==> src/rtl/al_clk_pkg.sv <==
// Shared types and helpers for the alarm-clock keypad time-entry stage.
package al_clk_pkg;

  typedef enum logic [1:0] {
    IDLE  = 2'd0,
    ENTRY = 2'd1,
    LOAD  = 2'd2
  } state_e;

  localparam int unsigned KEY_DIGIT_MAX = 9;
  localparam int unsigned DIGITS_MAX    = 4;

  typedef struct packed {
    logic [3:0] ms_hour;
    logic [3:0] ls_hour;
    logic [3:0] ms_min;
    logic [3:0] ls_min;
  } bcd_time_t;

  // 00:00 .. 23:59 in BCD
  function automatic logic bcd_time_valid(input logic [15:0] raw);
    bcd_time_t t;
    logic      hour_ok;
    t       = bcd_time_t'(raw);
    hour_ok = (t.ms_hour == 4'd2) ? (t.ls_hour <= 4'd3) : (t.ls_hour <= 4'd9);
    return (t.ms_hour <= 4'd2) && hour_ok && (t.ms_min <= 4'd5) && (t.ls_min <= 4'd9);
  endfunction

endpackage

==> src/rtl/al_clk_rise_detect.sv <==
// One-bit rising-edge detector; history register clears on async reset.
module al_clk_rise_detect (
  input  logic clk,
  input  logic rst,
  input  logic level_i,
  output logic rise_c_o
);

  logic level_q;

  always_ff @(posedge clk or posedge rst) begin
    if (rst) level_q <= 1'b0;
    else     level_q <= level_i;
  end

  assign rise_c_o = level_i & ~level_q;

endmodule

==> src/rtl/al_clk_key_entry.sv <==
// Keypad HH:MM entry: collects BCD digits, range-checks them and issues a
// one-cycle time/alarm load strobe, with an inactivity timeout.
module al_clk_key_entry
  import al_clk_pkg::*;
#(
  parameter int unsigned TIMEOUT_SEC = 10
) (
  input  logic        clk256,
  input  logic        reset,
  input  logic        one_second,
  input  logic [3:0]  key,
  input  logic        key_valid,
  input  logic        time_button,
  input  logic        alarm_button,
  output logic [15:0] key_buffer,
  output logic        load_new_time,
  output logic        load_new_alarm,
  output logic        entry_active,
  output logic [2:0]  digit_count,
  output logic        entry_error
);

  localparam int unsigned TW = $clog2(TIMEOUT_SEC + 1);

  logic          key_rise, time_rise, alarm_rise;
  logic          digit_rise, one_button;
  state_e        state_q, state_d;
  logic [15:0]   buf_q, buf_d;
  logic [2:0]    cnt_q, cnt_d;
  logic [TW-1:0] timer_q, timer_d;
  logic          ld_time_q, ld_time_d;
  logic          ld_alarm_q, ld_alarm_d;
  logic          err_q, err_d;
  logic          active_q;

  al_clk_rise_detect u_key_rise (
    .clk(clk256), .rst(reset), .level_i(key_valid), .rise_c_o(key_rise)
  );
  al_clk_rise_detect u_time_rise (
    .clk(clk256), .rst(reset), .level_i(time_button), .rise_c_o(time_rise)
  );
  al_clk_rise_detect u_alarm_rise (
    .clk(clk256), .rst(reset), .level_i(alarm_button), .rise_c_o(alarm_rise)
  );

  assign digit_rise = key_rise && (key <= 4'(KEY_DIGIT_MAX));
  assign one_button = time_rise ^ alarm_rise;

  // Priority inside ENTRY: button rise, then digit rise, then one_second.
  always_comb begin
    state_d    = state_q;
    buf_d      = buf_q;
    cnt_d      = cnt_q;
    timer_d    = timer_q;
    ld_time_d  = 1'b0;
    ld_alarm_d = 1'b0;
    err_d      = 1'b0;
    unique case (state_q)
      IDLE: begin
        if (digit_rise) begin
          state_d = ENTRY;
          buf_d   = {12'h000, key};
          cnt_d   = 3'd1;
          timer_d = '0;
        end
      end
      ENTRY: begin
        if (time_rise || alarm_rise) begin
          timer_d = '0;
          if (one_button && (cnt_q == 3'(DIGITS_MAX)) && bcd_time_valid(buf_q)) begin
            state_d    = LOAD;
            ld_time_d  = time_rise;
            ld_alarm_d = alarm_rise;
          end else begin
            state_d = IDLE;
            buf_d   = '0;
            cnt_d   = '0;
            err_d   = 1'b1;
          end
        end else if (digit_rise) begin
          buf_d   = {buf_q[11:0], key};
          cnt_d   = (cnt_q == 3'(DIGITS_MAX)) ? cnt_q : cnt_q + 3'd1;
          timer_d = '0;
        end else if (one_second) begin
          if (timer_q == TW'(TIMEOUT_SEC - 1)) begin
            state_d = IDLE;
            buf_d   = '0;
            cnt_d   = '0;
            timer_d = '0;
          end else begin
            timer_d = timer_q + TW'(1);
          end
        end
      end
      LOAD: begin
        state_d = IDLE;
        buf_d   = '0;
        cnt_d   = '0;
        timer_d = '0;
      end
      default: begin
        state_d = IDLE;
        buf_d   = '0;
        cnt_d   = '0;
        timer_d = '0;
      end
    endcase
  end

  always_ff @(posedge clk256 or posedge reset) begin
    if (reset) begin
      state_q    <= IDLE;
      buf_q      <= '0;
      cnt_q      <= '0;
      timer_q    <= '0;
      ld_time_q  <= 1'b0;
      ld_alarm_q <= 1'b0;
      err_q      <= 1'b0;
      active_q   <= 1'b0;
    end else begin
      state_q    <= state_d;
      buf_q      <= buf_d;
      cnt_q      <= cnt_d;
      timer_q    <= timer_d;
      ld_time_q  <= ld_time_d;
      ld_alarm_q <= ld_alarm_d;
      err_q      <= err_d;
      active_q   <= (state_d == ENTRY);
    end
  end

  assign key_buffer     = buf_q;
  assign load_new_time  = ld_time_q;
  assign load_new_alarm = ld_alarm_q;
  assign entry_active   = active_q;
  assign digit_count    = cnt_q;
  assign entry_error    = err_q;

endmodule

==> config.mk <==
export PLATFORM = sky130hd
export DESIGN_NAME = al_clk_key_entry
export DESIGN_NICKNAME = d
export VERILOG_FILES = /design/src/rtl/al_clk_pkg.sv /design/src/rtl/al_clk_rise_detect.sv /design/src/rtl/al_clk_key_entry.sv
export SDC_FILE = /design/constraint.sdc
export NUM_CORES = 1
export LEC_CHECK = 0
export CAP_MARGIN = 25
export CORE_MARGIN = 5
export CORE_UTILIZATION = 53
export DETAILED_ROUTE_END_ITERATION = 16
export GPL_TIMING_DRIVEN = 0
export HOLD_SLACK_MARGIN = 0.08
export PLACE_DENSITY = 0.94
export SLEW_MARGIN = 20
export SYNTH_ARGS = -nofsm -noshare
export SYNTH_HDL_FRONTEND = slang
export SYNTH_HIERARCHICAL = 1
export SYNTH_SLANG_ARGS = --single-unit
==> constraint.sdc <==
create_clock -name clk256 -period 6.4 [get_ports clk256]
set_input_delay 1.28 -clock clk256 [delete_from_list [all_inputs] [get_ports clk256]]
set_output_delay 1.28 -clock clk256 [all_outputs]
set_load 0.05 [all_outputs]
==> results of run 1 <==
==> placed cells by master (no fill, tap or decap), drive strengths merged <==
cell type       n
dfrtp          32
clkdlybuf4s50  32
inv            15
a22o           13
nor2           10
o21ai          10
clkbuf          9
nand2           7
a21oi           6
ha              5
nor2b           5
o31ai           4
nor3            4
buf             4
and2            3
nand3           3
nand2b          2
a21o            2
nand3b          1
a31o            1
o21a            1
o32a            1
nand4           1
or4b            1
nor4            1
or2             1
a41oi           1
a311oi          1
o32ai           1
or3             1
==> sequential cells by signal (all words and copies together) (netlist names) <==
| name | cells |
|---|---|
| timer_q | 4 |
| u_key_rise/level_q | 1 |
| entry_error | 1 |
| state_q | 2 |
| u_time_rise/level_q | 1 |
| digit_count | 3 |
| entry_active | 1 |
| u_alarm_rise/level_q | 1 |
| load_new_time | 1 |
| key_buffer | 16 |
| load_new_alarm | 1 |
==> where the power goes <==
| part | total [mW] | switching (mW) | internal (mW) |
|---|---|---|---|
| sequential | 0.253 | 0.0255 | 0.228 |
| combinational | 0.231 | 0.146 | 0.0850 |
| clock | 0.118 | 0.0642 | 0.0541 |
| total | 0.603 | 0.236 | 0.367 |
==> routing by layer <==
layer | track usage | vias up | wire length, µm
met3 | 0.06217 | 11 | 260
met1 | 0.2257 | 592 | 1354
met4 | 0.09870 | 0 | 98
li1 | - | 567 | -
met2 | 0.2957 | 60 | 1684
met5 | 0 | - | 0
==> cell families after synthesis <==
logic type	count (synthesis)	synth area share
buf+inv	19	0.06523
simple gates	40	0.1635
fa+ha+maj	5	0.04129
flops	32	0.5285
compound gates	41	0.2015
==> critical path: stages <==
cell and delay (ps):
clkdlybuf4s50_1 490, nor2b_4 150, inv_1 40, ha_1 290, or4b_4 490, nor4_4 450
or2_1 180, buf_6 140, buf_12 130, a22o_1 120
==> final timing paths <==
check | startpoint | endpoint | cells past startpoint
worst min register to register | key_buffer[8] | key_buffer[12] | 1
max in group asynchronous | reset | key_buffer[14] | 3
min in group asynchronous | reset | u_key_rise/level_q | 2
worst max register to register | u_alarm_rise/level_q | key_buffer[9] | 9
worst max-delay path | alarm_button | key_buffer[9] | 10
worst min-delay path | key_buffer[8] | key_buffer[12] | 1
==> metrics by stage <==
stage	cells	area [µm²]	util	power [mW]	setup slack [ps]
after global placement	200	1874	0.6797	0.4764	2650
after CTS	209	1961	0.7110	0.6072	2928
after global routing	209	1961	0.7110	0.6412	2783
final	209	1961	0.7110	0.6026	2911
after detailed placement	201	1902	0.6897	0.4878	2585
after floorplan	137	1515	-	0.4105	3357
==> final cells by class <==
cell class,instances,area (µm²),share of cell area
flip-flops and latches,32,800.8,0.4084
multi-input cells,86,615.6,0.3140
repair buffers,33,347.8,0.1774
clock buffers,8,58.81,0.02999
inverters,15,56.30,0.02872
plain buffers,4,42.54,0.02170
well taps,31,38.79,0.01978
==> impl_metrics.env, run 1 <==
export IMPL_nFillCells=205
export IMPL_run_status="finished, final reports clean"
export IMPL_routed_via_density=5.885
export IMPL_syn_nets=152
export IMPL_drv_cap=0
export IMPL_postCtsSetupBuffers=0
export IMPL_ys_seq_elements=32
export IMPL_synthArstFlopShare=1.000
export IMPL_worstPathRequired_ps=6680
export IMPL_ys_types=36
export IMPL_overflow=0
export IMPL_final_period_utilization=0.5452
export IMPL_rrSetupSlack_ps=3970
export IMPL_slew_violations=0
export IMPL_num_rows=19
export IMPL_numPortBuffers=32
export IMPL_vdd_drop_max_mv=0.2773
export IMPL_yosys_area_top_type="dfrtp_1"
export IMPL_yosysSeqAreaShare=0.5285
export IMPL_holdWs_ps=543.1
export IMPL_p_leak_nw=0.8895
export IMPL_place_congestion=0.7948
export IMPL_cts_sink_count=32
export IMPL_synthesis_area_per_instance_um2=11.06
export IMPL_critPathCaptureType="flip-flop"
export IMPL_initialDrtViolationCount=57
export IMPL_cts_clk_slew_worst_paths_ps=90
export IMPL_postCtsHoldBufs=0
export IMPL_ant_nets=0
export IMPL_grt_use_total=0.1876
export IMPL_worst_slew_pin_slew_ps=606.6
export IMPL_area_growth_pct=29.40
export IMPL_drc=0
export IMPL_synth_edf_count=0
export IMPL_root_buffer="clkbuf_4"
export IMPL_dp_hpwl_um=2593
export IMPL_cts_buffer_depth=2
export IMPL_cts_resized=0
export IMPL_finalWirelength_um=3398
export IMPL_cts_buffers=5
export IMPL_die_height_um=63.47
export IMPL_netlist_top_cells_count="dfrtp_1, inv_1, a22o_1, nor2_1, o21ai_0"
export IMPL_hold_class="flip-flop to flip-flop"
export IMPL_rsz0062_at_grt="no"
export IMPL_crit_fanout=10
export IMPL_cts_tree="done"
export IMPL_antenna_found_initial=0
export IMPL_finClkSkew_ps=5.073
export IMPL_dr_pass1_iters=4
export IMPL_synth_area_top_cells="dfrtp_1, a22o_1, ha_1"
export IMPL_dieArea_mm2=0.004028
export IMPL_vias=1230
export IMPL_p_per_area_mw_per_mm2=307.4
export IMPL_relSlewSlack=0.5952
export IMPL_die_w_um=63.47
export IMPL_drive_gt1_frac=0.1124
export IMPL_synth_top_flop_cell="dfrtp_1"
export IMPL_finalCriticalPeriod_ps=3489
export IMPL_final_nets=192
export IMPL_crit_arrival_ps=3770
export IMPL_grt_pass1_wl_um=5844
export IMPL_synthMostInstantiatedCell="dfrtp_1"
export IMPL_cp_start_kind="primary input"
export IMPL_grt_max_degree=17
export IMPL_setup_tns_final_ps=0
export IMPL_synthCells=137
export IMPL_h_tree_depth=2
export IMPL_wl_per_cell_um=16.26
export IMPL_synth_top_cell_area_share=0.5285
export IMPL_clk_latency_ps=330
export IMPL_max_freq_ghz=0.2866
export IMPL_yosys_warnings=6
export IMPL_grt_pass1_vias=1223
export IMPL_syn_cell_area_mm2=0.001515
export IMPL_final_hold_viol_count=0
export IMPL_antenna_cells=0
export IMPL_initial_core_util=0.5495
export IMPL_ios=33
export IMPL_crit_type="primary input to flip-flop"
export IMPL_core_mm2=0.002758
export IMPL_setup_violations=0
No activity file was read; power rests on OpenSTA's default activity.
==> inputs of run 2 (changes only) <==
Settings changed: CORE_UTILIZATION 53 to 49, PLACE_DENSITY 0.94 to 0.89.
Clock period 6.4 ns to 3.41 ns, I/O delays scaled along.
==> run 2 against run 1 <==
  * Total power up 88%
  * Setup slack worse by 2400 ps
  * Largest power group unchanged
  * Clock skew up 7.7 ps
  * Cell area down 0.38%
==> impl_metrics.env, run 2 (synthesis results as in run 1) <==
export IMPL_finClkSkew_ps=12.81
export IMPL_routed_top_layer="met4"
export IMPL_final_setup_worst_slack_ps=531.2
export IMPL_place_congestion=0.7512
export IMPL_drc=0
export IMPL_r2r_start="u_alarm_rise/level_q"
export IMPL_place_inst=203
export IMPL_final_hold_viol_count=0
export IMPL_die_height_um=65.61
export IMPL_h_tree_depth=2
export IMPL_finalPower_mw=1.135
export IMPL_overflow=0
export IMPL_cts_buffer_depth=2
export IMPL_postCtsSetupBuffers=0
export IMPL_root_buffer="clkbuf_4"
export IMPL_worstPathRequired_ps=3690
export IMPL_numPortBuffers=32
export IMPL_final_nets=192
export IMPL_layout_cells_non_filler=211
export IMPL_postCtsHoldBufs=0
export IMPL_vias=1200
export IMPL_worst_slew_pin_slew_ps=642.6
export IMPL_grt_use_total=0.1756
export IMPL_crit_arrival_ps=3160
export IMPL_drive_gt1_frac=0.1236
export IMPL_max_freq_ghz=0.3474
export IMPL_hold_class="flip-flop to flip-flop"
export IMPL_cts_resized=0
export IMPL_finish_utilization=0.6504
export IMPL_dpl_worst_slack_ps=174.6
export IMPL_antenna_found_initial=0
export IMPL_rrSetupSlack_ps=990
export IMPL_crit_type="primary input to flip-flop"
export IMPL_core_mm2=0.003003
export IMPL_die_w_um=65.61
export IMPL_slew_violations=0
export IMPL_grt_pass1_vias=1165
export IMPL_grt_pass1_wl_um=5561
export IMPL_setup_violations=0
export IMPL_mostFrequentLayoutCells="dfrtp_1, clkdlybuf4s50_1, inv_1, a22o_1, nor2_1"
export IMPL_ios=33
export IMPL_vdd_drop_max_mv=0.3873
export IMPL_dp_hpwl_um=2537
export IMPL_final_period_utilization=0.8442
export IMPL_r2r_end="key_buffer[10]"
export IMPL_ant_nets=0
export IMPL_p_leak_nw=0.8897
export IMPL_run_status="finished, final reports clean"
export IMPL_crit_fanout=10
export IMPL_met3WireLength_um=165
export IMPL_cts_sink_count=32
export IMPL_routed_via_density=5.687
export IMPL_largest_reg_flops=16
export IMPL_cts_buffers=5
export IMPL_cts_tree="done"
export IMPL_wl_met1_um=1321
export IMPL_crit_start="alarm_button"
export IMPL_nFillCells=242
export IMPL_wl_per_cell_um=15.54
export IMPL_cts_clk_slew_worst_paths_ps=100
export IMPL_finalCriticalPeriod_ps=2879
export IMPL_dieArea_mm2=0.004305
export IMPL_finalWirelength_um=3279
export IMPL_antenna_cells=0
export IMPL_relSlewSlack=0.5711
export IMPL_ff2ff_path_depth=9
export IMPL_dr_pass1_iters=4
export IMPL_cp_start_kind="primary input"
export IMPL_p_per_area_mw_per_mm2=581.0
export IMPL_critPathCaptureType="flip-flop"
export IMPL_initial_core_util=0.5046
export IMPL_initialDrtViolationCount=75
export IMPL_num_rows=20
export IMPL_drv_cap=0
export IMPL_wl_met2_um=1693
export IMPL_clk_latency_ps=340
export IMPL_grt_max_degree=18
export IMPL_setup_tns_final_ps=0
export IMPL_area_growth_pct=28.90
export IMPL_worstSetupEndpoint="key_buffer[10]"
export IMPL_rsz0062_at_grt="no"
run 2: area by class of cell:
class	count	area (µm²)	area share
flip-flops and latches	32	800.8	0.4100
clock buffers	6	51.30	0.02627
multi-input cells	86	615.6	0.3152
inverters	15	56.30	0.02883
well taps	33	41.29	0.02114
repair buffers	33	335.3	0.1717
clock inverters	2	10.01	0.005125
plain buffers	4	42.54	0.02178
run 2: how the worst min path moves through the flow:
stage / from / end / slack, ps / cells after the start
2_1_floorplan: reset / u_alarm_rise/level_q / 410 / 1
3_3_place_gp: key_buffer[4] / key_buffer[4] / 510 / 1
3_5_place_dp: key_buffer[8] / key_buffer[8] / 510 / 1
4_1_cts: reset / u_time_rise/level_q / 540 / 2
5_1_grt: reset / u_key_rise/level_q / 530 / 2
6_report: key_buffer[15] / key_buffer[15] / 540 / 1
run 2: power breakdown:
| group | internal (mW) | switching (mW) |
|---|---|---|
| Sequential | 0.428 | 0.0473 |
| Clock | 0.0979 | 0.127 |
| Combinational | 0.158 | 0.277 |
run 2: critical path, cell delays in order:
cell and delay, ps:
clkdlybuf4s50_1 490, nor2b_4 150, inv_1 40, ha_1 290
or4b_4 490, nor4_4 430, or2_1 180, buf_6 140
buf_12 130, a22o_1 140
run 2: routing by layer:
metal	GRT usage	vias to the layer above
met5	0	-
met4	0.1010	0
met3	0.05812	12
met2	0.2882	44
met1	0.1989	572
li1	-	572
run 2: per-stage QoR:
stage	area, µm²	hold slack (ps)
CTS	1953	535.5
floorplan	1515	410.7
finish	1953	538.1
global route	1953	532.5
detailed placement	1892	511.8
global placement	1877	510.5
==> inputs of run 3 (changes only) <==
Clock period 3.41 ns to 2.88 ns, I/O delays scaled along.
==> run 3 against run 2 <==
  * Sequential power rose by 18%
  * Setup slack got worse by 340 ps
  * First-iteration DRC count rose by 11%
  * Critical path depth did not move
  * Core utilization did not move
  * Count of clock-buffer cells in the layout did not move
  * Non-clock buffer count did not move
  * Global-route usage did not move
  * Die area did not move
  * Register-to-register slack got worse by 440 ps
  * Wire length rose by 0.52%
==> impl_metrics.env, run 3 (synthesis results as in run 1) <==
export IMPL_run_status="finished, final reports clean"
export IMPL_cts_sink_count=32
export IMPL_dieArea_mm2=0.004305
export IMPL_final_setup_worst_slack_ps=192.6
export IMPL_vias=1206
export IMPL_cpPeakStageDelay_ps=490
export IMPL_clk_latency_ps=340
export IMPL_grt_pass1_vias=1165
export IMPL_place_congestion=0.7512
export IMPL_final_hold_viol_count=0
export IMPL_crit_type="primary input to flip-flop"
export IMPL_p_per_area_mw_per_mm2=688.0
export IMPL_grt_use_total=0.1756
export IMPL_final_period_utilization=0.9331
export IMPL_antenna_found_initial=0
export IMPL_finalCriticalPeriod_ps=2687
export IMPL_antenna_cells=0
export IMPL_p_leak_nw=0.8897
export IMPL_holdWs_ps=449.4
export IMPL_root_buffer="clkbuf_4"
export IMPL_dpl_worst_slack_ps=-249.4
export IMPL_cts_clk_slew_worst_paths_ps=100
export IMPL_initialDrtViolationCount=83
export IMPL_wl_per_cell_um=15.62
export IMPL_die_height_um=65.61
export IMPL_initial_core_util=0.5046
export IMPL_rsz0062_at_grt="no"
export IMPL_slew_violations=0
export IMPL_numPortBuffers=32
export IMPL_crit_arrival_ps=2970
export IMPL_dp_hpwl_um=2537
export IMPL_cts_buffers=5
export IMPL_worstPathRequired_ps=3160
export IMPL_overflow=0
export IMPL_worstSetupEndpoint="key_buffer[10]"
export IMPL_critPathCaptureType="flip-flop"
export IMPL_drv_cap=0
export IMPL_largest_reg_flops=16
export IMPL_mostFrequentLayoutCells="dfrtp_1, clkdlybuf4s50_1, inv_1, a22o_1, nor2_1"
export IMPL_grt_pass1_wl_um=5561
export IMPL_worst_slew_pin_slew_ps=643.2
export IMPL_ff2ff_path_depth=9
export IMPL_drc=0
export IMPL_max_freq_ghz=0.3721
export IMPL_h_tree_depth=2
export IMPL_nFillCells=242
export IMPL_hold_class="primary input to async pin"
export IMPL_drive_gt1_frac=0.1236
export IMPL_finalWirelength_um=3296
export IMPL_core_mm2=0.003003
export IMPL_cp_slowest_cell="clkdlybuf4s50_1"
export IMPL_finClkSkew_ps=12.44
export IMPL_dr_pass1_iters=4
export IMPL_cp_start_kind="primary input"
export IMPL_num_rows=20
export IMPL_cts_resized=0
export IMPL_postCtsHoldBufs=0
export IMPL_design_area_mm2=0.001953
export IMPL_setup_violations=0
export IMPL_routed_via_density=5.716
export IMPL_critical_path_buf_inv_count=4
export IMPL_relSlewSlack=0.5707
export IMPL_r2r_start="u_alarm_rise/level_q"
export IMPL_rrSetupSlack_ps=550
export IMPL_critical_path_depth=10
export IMPL_ios=33
export IMPL_cts_tree="done"
export IMPL_ant_nets=0
export IMPL_place_area_mm2=0.001892
export IMPL_crit_start="alarm_button"
export IMPL_postCtsSetupBuffers=0
export IMPL_crit_fanout=10
export IMPL_path_delay_family="simple AND/OR/NAND/NOR gates"
export IMPL_r2r_end="key_buffer[10]"
export IMPL_cts_buffer_depth=2
export IMPL_crit_chain="clkdlybuf4s50_1 > nor2b_4 > inv_1 > ha_1 > or4b_4 > nor4_4 > or2_1 > buf_6 > buf_12 > a22o_1"
export IMPL_vdd_drop_max_mv=0.4586
export IMPL_final_nets=192
export IMPL_area_growth_pct=28.90
export IMPL_die_w_um=65.61
export IMPL_grt_max_degree=18
## run 3: cell counts in the layout (fill, tap and decap cells not counted)
No cell type changed its count.
## run 3: cell type report
cell class	instances	area [µm²]	share of cell area
Buffer	4	42.54	0.02178
Multi-Input combinational cell	86	615.6	0.3152
Sequential cell	32	800.8	0.4100
Inverter	15	56.30	0.02883
Tap cell	33	41.29	0.02114
Clock buffer	6	51.30	0.02627
Timing Repair Buffer	33	335.3	0.1717
Clock inverter	2	10.01	0.005125
## run 3: stage by stage
step | TNS (ps) | utilization | std cells | power (mW)
after CTS | 0 | 0.6504 | 211 | 1.355
after detailed placement | -3265 | 0.6300 | 203 | 1.085
after floorplan | 0 | - | 137 | 0.9123
after global placement | -2138 | 0.6250 | 202 | 1.060
final | 0 | 0.6504 | 211 | 1.344
after global routing | 0 | 0.6504 | 211 | 1.417
## run 3: power by group
group	internal (mW)	total [mW]	switching, mW
sequential	0.506	0.562	0.0559
clock	0.116	0.266	0.150
combinational	0.188	0.516	0.328
## run 3: worst min path at each step
stage | start | end
after CTS | reset | u_time_rise/level_q
after detailed placement | key_buffer[8] | key_buffer[8]
after global placement | key_buffer[4] | key_buffer[4]
final | reset | u_key_rise/level_q
after global routing | reset | u_key_rise/level_q
after floorplan | reset | u_alarm_rise/level_q
## run 3: layer usage
metal	track usage	routed length, µm
met2	0.2882	1695
met1	0.1989	1324
met5	0	0
met4	0.1010	100
met3	0.05812	175
